[config.mk]
export PLATFORM = sky130hd
export DESIGN_NAME = cla_adder_pipelined
export DESIGN_NICKNAME = d
export VERILOG_FILES = /design/src/rtl/cla_adder_pipelined.sv
export SDC_FILE = /design/constraint.sdc
export NUM_CORES = 1
export LEC_CHECK = 0
export ABC_AREA = 0
export ABC_CLOCK_PERIOD_IN_PS = 3200
export BUFFER_PORTS_ARGS = -buffer_cell sky130_fd_sc_hd__buf_2
export CAP_MARGIN = 20
export CORE_MARGIN = 2
export CORE_UTILIZATION = 35
export DETAILED_ROUTE_END_ITERATION = 16
export HOLD_SLACK_MARGIN = 0.06
export PLACE_DENSITY = 0.59
export SLEW_MARGIN = 10
export SYNTH_ARGS = -nofsm -noshare
export SYNTH_HDL_FRONTEND = slang
export SYNTH_SLANG_ARGS = --single-unit
[constraint.sdc]
create_clock -name clk -period 3.2 [get_ports clk]
set_clock_uncertainty 0.1 [all_clocks]
set_input_delay 0.64 -clock clk [delete_from_list [all_inputs] [get_ports clk]]
set_output_delay 0.64 -clock clk [all_outputs]
set_load 0.02 [all_outputs]
[src/rtl/cla_adder_pipelined.sv]
// Two-level carry-lookahead adder/subtractor, 1-3 pipeline stages, valid/ready with a global stall.
// Define CLA_SATURATE_EN to add the sat input (signed clamp on overflow in the last stage).
module cla_adder_pipelined #(
  parameter int WIDTH  = 16,
  parameter int GROUP  = 4,
  parameter int STAGES = 2
) (
  input  logic             clk,
  input  logic             rst,
  input  logic             in_valid,
  output logic             in_ready,
  input  logic [WIDTH-1:0] a,
  input  logic [WIDTH-1:0] b,
  input  logic             cin,
  input  logic             sub,
`ifdef CLA_SATURATE_EN
  input  logic             sat,
`endif
  output logic             out_valid,
  input  logic             out_ready,
  output logic [WIDTH-1:0] sum,
  output logic             cout,
  output logic             overflow,
  output logic             zero
);

  localparam int NG   = WIDTH / GROUP;
  localparam int LAST = STAGES - 1;

  if ((WIDTH % GROUP) != 0 || GROUP < 2 || GROUP > 8 || STAGES < 1 || STAGES > 3) begin : g_bad_params
    $error("cla_adder_pipelined: unsupported WIDTH/GROUP/STAGES combination");
  end

  // Per-group propagate (AND of p) and generate (OR-of-ANDs lookahead), packed as {gp, gg}.
  function automatic logic [2*NG-1:0] group_pg(input logic [WIDTH-1:0] p,
                                               input logic [WIDTH-1:0] g);
    logic [NG-1:0] gp;
    logic [NG-1:0] gg;
    logic          term;
    for (int j = 0; j < NG; j++) begin
      gp[j] = 1'b1;
      gg[j] = 1'b0;
      for (int k = 0; k < GROUP; k++) begin
        term = g[j*GROUP+k];
        for (int m = k + 1; m < GROUP; m++) term = term & p[j*GROUP+m];
        gg[j] = gg[j] | term;
        gp[j] = gp[j] & p[j*GROUP+k];
      end
    end
    return {gp, gg};
  endfunction

  // Second-level lookahead: carry into every group, each a flat sum of products of GP/GG/c0.
  function automatic logic [NG:0] group_carries(input logic [NG-1:0] gp,
                                                input logic [NG-1:0] gg,
                                                input logic          c0);
    logic [NG:0] gc;
    logic        term;
    gc[0] = c0;
    for (int j = 1; j <= NG; j++) begin
      gc[j] = c0;
      for (int m = 0; m < j; m++) gc[j] = gc[j] & gp[m];
      for (int k = 0; k < j; k++) begin
        term = gg[k];
        for (int m = k + 1; m < j; m++) term = term & gp[m];
        gc[j] = gc[j] | term;
      end
    end
    return gc;
  endfunction

  // First-level lookahead inside each group from that group's carry-in.
  function automatic logic [WIDTH:0] bit_carries(input logic [WIDTH-1:0] p,
                                                 input logic [WIDTH-1:0] g,
                                                 input logic [NG:0]      gc);
    logic [WIDTH:0] c;
    logic           cc;
    logic           term;
    for (int j = 0; j < NG; j++) begin
      for (int i = 0; i < GROUP; i++) begin
        cc = gc[j];
        for (int m = 0; m < i; m++) cc = cc & p[j*GROUP+m];
        for (int k = 0; k < i; k++) begin
          term = g[j*GROUP+k];
          for (int m = k + 1; m < i; m++) term = term & p[j*GROUP+m];
          cc = cc | term;
        end
        c[j*GROUP+i] = cc;
      end
    end
    c[WIDTH] = gc[NG];
    return c;
  endfunction

  logic [WIDTH-1:0] b_eff;
  logic [WIDTH-1:0] p0;
  logic [WIDTH-1:0] g0;
  logic [NG-1:0]    gp0;
  logic [NG-1:0]    gg0;
  logic             c0_0;
  logic             sat0;

  assign b_eff      = sub ? ~b : b;
  assign p0         = a ^ b_eff;
  assign g0         = a & b_eff;
  assign c0_0       = sub ? 1'b1 : cin;
  assign {gp0, gg0} = group_pg(p0, g0);

`ifdef CLA_SATURATE_EN
  assign sat0 = sat;
`else
  assign sat0 = 1'b0;
`endif

  logic [STAGES-1:0] v;
  logic              adv;
  logic              feed_valid;
  logic [WIDTH-1:0]  pf;
  logic [WIDTH-1:0]  gf;
  logic [NG:0]       gcf;
  logic              amf;
  logic              satf;

  assign out_valid = v[LAST];
  assign adv       = ~out_valid | out_ready;
  assign in_ready  = adv;

  if (STAGES == 1) begin : g_one
    assign pf         = p0;
    assign gf         = g0;
    assign gcf        = group_carries(gp0, gg0, c0_0);
    assign amf        = a[WIDTH-1];
    assign satf       = sat0;
    assign feed_valid = in_valid;
  end else begin : g_multi
    logic [WIDTH-1:0] p1;
    logic [WIDTH-1:0] g1;
    logic [NG-1:0]    gp1;
    logic [NG-1:0]    gg1;
    logic             c0_1;
    logic             am1;
    logic             sat1;

    always_ff @(posedge clk) begin
      if (adv) begin
        p1   <= p0;
        g1   <= g0;
        gp1  <= gp0;
        gg1  <= gg0;
        c0_1 <= c0_0;
        am1  <= a[WIDTH-1];
        sat1 <= sat0;
      end
    end

    if (STAGES == 2) begin : g_two
      assign pf         = p1;
      assign gf         = g1;
      assign gcf        = group_carries(gp1, gg1, c0_1);
      assign amf        = am1;
      assign satf       = sat1;
      assign feed_valid = v[0];
    end else begin : g_three
      logic [WIDTH-1:0] p2;
      logic [WIDTH-1:0] g2;
      logic [NG:0]      gc2;
      logic             am2;
      logic             sat2;

      always_ff @(posedge clk) begin
        if (adv) begin
          p2   <= p1;
          g2   <= g1;
          gc2  <= group_carries(gp1, gg1, c0_1);
          am2  <= am1;
          sat2 <= sat1;
        end
      end

      assign pf         = p2;
      assign gf         = g2;
      assign gcf        = gc2;
      assign amf        = am2;
      assign satf       = sat2;
      assign feed_valid = v[1];
    end
  end

  logic [WIDTH:0]   c;
  logic [WIDTH-1:0] sum_w;
  logic [WIDTH-1:0] sum_n;
  logic             cout_w;
  logic             ovf_w;
  logic             unused_g_top;

  assign c      = bit_carries(pf, gf, gcf);
  assign sum_w  = pf ^ c[WIDTH-1:0];
  assign cout_w = c[WIDTH];
  assign ovf_w  = c[WIDTH] ^ c[WIDTH-1];
  // The top generate bit of each group only matters through GG, so it is dead past stage 1.
  assign unused_g_top = ^gf;

  always_comb begin
    sum_n = sum_w;
    if (satf && ovf_w) begin
      sum_n = amf ? {1'b1, {(WIDTH-1){1'b0}}} : {1'b0, {(WIDTH-1){1'b1}}};
    end
  end

  logic [WIDTH-1:0] sum_q;
  logic             cout_q;
  logic             ovf_q;
  logic             zero_q;

  always_ff @(posedge clk) begin
    if (rst) begin
      v      <= '0;
      sum_q  <= '0;
      cout_q <= 1'b0;
      ovf_q  <= 1'b0;
      zero_q <= 1'b0;
    end else if (adv) begin
      v[0] <= in_valid;
      for (int k = 1; k < STAGES; k++) v[k] <= v[k-1];
      if (feed_valid) begin
        sum_q  <= sum_n;
        cout_q <= cout_w;
        ovf_q  <= ovf_w;
        zero_q <= ~|sum_n;
      end
    end
  end

  assign sum      = sum_q;
  assign cout     = cout_q;
  assign overflow = ovf_q;
  assign zero     = zero_q;

endmodule
==> results.json <==
{
  "status": "finished clean",
  "synth_cell_type_count": 35,
  "fin_nets": 361,
  "holdCritPathClass": "reg -> reg",
  "ys_seq_area_frac": 0.5592,
  "hold_buffers": 0,
  "gr-total-overflow": 0,
  "cts.sinks": 58,
  "synth_area_leaders": "edfxtp_1, dfxtp_1, ha_1",
  "viasPerCell": 4.805,
  "syn-num-nets": 300,
  "timing.rr.start": "g_multi.c0_1",
  "relSlewSlack": 0.5278,
  "hold_ws_ps": 349.6,
  "cts.path.max_buffers": 2,
  "async_flop_share": 0,
  "leakage_nw": 1.474,
  "grt_usage": 0.1315,
  "syn_area_um2": 2739,
  "antenna_found_initial": 0,
  "period_share": 0.7694,
  "cts_buffers": 9,
  "drive_above_1_share": 0.2338,
  "wl_per_cell_um": 12.60,
  "post-route-min-period_ps": 2462,
  "vias": 1970,
  "rows": 32,
  "maxCapViolCount": 0,
  "cts_tree": "yes",
  "wirelength_um": 5165,
  "arrival_ps": 2580,
  "drc": 0,
  "die_h_um": 92.46,
  "fmax_ghz": 0.4062,
  "worst_slew_pin_slew_ps": 706.6,
  "die_x_um": 92.46,
  "first_global_vias": 1761,
  "synth_edf_count": 37,
  "worst_slack_ps": 737.9,
  "n_antenna_cell": 0,
  "drtAntennaViolNets": 0,
  "synth_area_leader_cell": "edfxtp_1",
  "cp.required_ps": 3320,
  "ff2ff_path_depth": 9,
  "drv_slew": 0,
  "port_buffers": 58,
  "clock_latency_ps": 340,
  "drt-initial-drc-count": 99,
  "criticalPathCategory": "reg -> reg",
  "ctsResizeCount": 0,
  "grt_pass1_wl_um": 8576,
  "worst_setup_path_start_kind": "register",
  "whs_path_depth": 2,
  "setup_tns_ps": 0,
  "clk_pin_slew_worst_paths_ps": 60,
  "gp_congestion": 0.8412,
  "worst_hold_path.endpoint": "sum[2]",
  "fp.coreArea_um2": 7647,
  "die-area_um2": 8549,
  "holdCritStartpoint": "sum[2]",
  "ir_drop_uv": 225.6,
  "reg2reg_to": "overflow",
  "avgSynthCellArea_um2": 11.32,
  "start_util": 0.3581,
  "synth.top_cell.area_share": 0.4057,
  "dr.pass1.iters": 4,
  "pre_cts_ws_ps": 738.2,
  "area_growth_pct": 19.78,
  "hpwl_um": 4009,
  "power_density_nw_per_um2": 552.7,
  "yosys_most_used_dff": "edfxtp_1",
  "synth_warnings": 0,
  "rsz0062_at_grt": "no",
  "ys_seq_elements": 58,
  "setup_viol": 0,
  "ioPinCount": 59,
  "worstSetupEndpointType": "register",
  "grt_max_degree": 38,
  "crit_fanout": 4,
  "syn-instance-count": 242,
  "cts-root-buf": "clkbuf_8",
  "hold_viol": 0,
  "reg2reg_slack_ps": 740,
  "cts_setup_buffers": 0,
  "h-tree-depth": 3
}
==> layout make-up <==
class | count | area [µm²]
Timing Repair Buffer | 59 | 297.8
Sequential cell | 58 | 1531
Clock inverter | 6 | 23.77
Fill cell | 752 | 4367
Clock buffer | 10 | 127.6
Inverter | 2 | 7.507
Multi-Input combinational cell | 173 | 1165
Tap cell | 102 | 127.6
==> synth_stat cells (all sizes together) (6+ instances only) <==
| cell | instances |
|---|---|
| a21o | 7 |
| a21oi | 25 |
| clkbuf | 6 |
| dfxtp | 21 |
| edfxtp | 37 |
| ha | 20 |
| nand2 | 25 |
| nand3 | 6 |
| nor2 | 10 |
| o21ai | 13 |
| or3 | 7 |
| xor2 | 16 |
==> power breakdown <==
group	switching, mW	internal, mW
sequential	0.0478	0.898
combinational	0.199	0.148
clock	0.255	0.265
total	0.501	1.31
==> logic make-up after synthesis <==
| kind of cell | after synthesis | synth area share |
|---|---|---|
| AND/OR/NAND/NOR | 77 | 0.1480 |
| AO/OA/AOI/OAI | 60 | 0.1339 |
| flip-flops | 58 | 0.5592 |
| adder cells (fa/ha/maj) | 20 | 0.09137 |
| XOR/XNOR | 16 | 0.05116 |
| buffers and inverters | 11 | 0.01644 |
==> state kept, by name, indices dropped and copies added (netlist names) <==
register / flops
zero: 1
cout: 1
overflow: 1
g_multi.gg1: 4
sum: 16
v: 2
g_multi.p1: 16
g_multi.g1: 12
g_multi.gp1: 4
g_multi.c0_1: 1
==> layer usage <==
layer / GRT usage / part of all wire / vias to the layer above
li1: - / - / 1010
met1: 0.1885 / 0.50 / 892
met2: 0.1788 / 0.43 / 57
met3: 0.04312 / 0.056 / 11
met4: 0.05970 / 0.020 / 0
met5: 0 / 0 / -
==> worst max path at each step <==
stage / from / slack (ps) / cells past startpoint / to
floorplan: sub / 820 / 8 / g_multi.gg1[1]
global placement: g_multi.c0_1 / 810 / 9 / overflow
detailed placement: g_multi.c0_1 / 740 / 9 / overflow
CTS: g_multi.c0_1 / 730 / 9 / overflow
global route: g_multi.c0_1 / 610 / 9 / overflow
finish: g_multi.c0_1 / 740 / 9 / overflow
==> cells in the final DEF, fill, tap and decap left out, types with 2 or more instances in the layout <==
cell type / instances
nor2_1: 10
a21o_1: 7
nand2b_1: 4
or3_1: 7
and4_1: 4
nor2b_1: 4
dfxtp_1: 21
nor4b_1: 2
ha_1: 20
nand2_1: 25
or2_2: 2
a22oi_1: 2
nand3_1: 6
edfxtp_1: 37
a21oi_1: 25
nor3_1: 2
o21ai_0: 13
o211a_1: 5
clkinv_1: 5
clkbuf_8: 9
xor2_1: 16
and2_1: 5
buf_2: 58
a211oi_1: 4
inv_1: 2
==> critical path, cell delays in order (launching register included) <==
cell      delay (ps)
edfxtp_1         380
a21o_1           220
a21o_1           210
a21o_1           220
ha_1             210
o211a_1          240
or2_2            320
nor4b_1          150
a21boi_0         150
nand3b_1         150
==> stage by stage <==
stage          cell area (µm²)  std cells  utilization  power, mW
2_1_floorplan             2739        242            -      1.187
3_3_place_gp              3129        394       0.4092      1.311
3_5_place_dp              3129        394       0.4092      1.311
4_1_cts                   3281        410       0.4290      1.838
5_1_grt                   3281        410       0.4290      1.928
6_report                  3281        410       0.4290      1.813
Note: power is estimated with default switching activity, not from simulation.
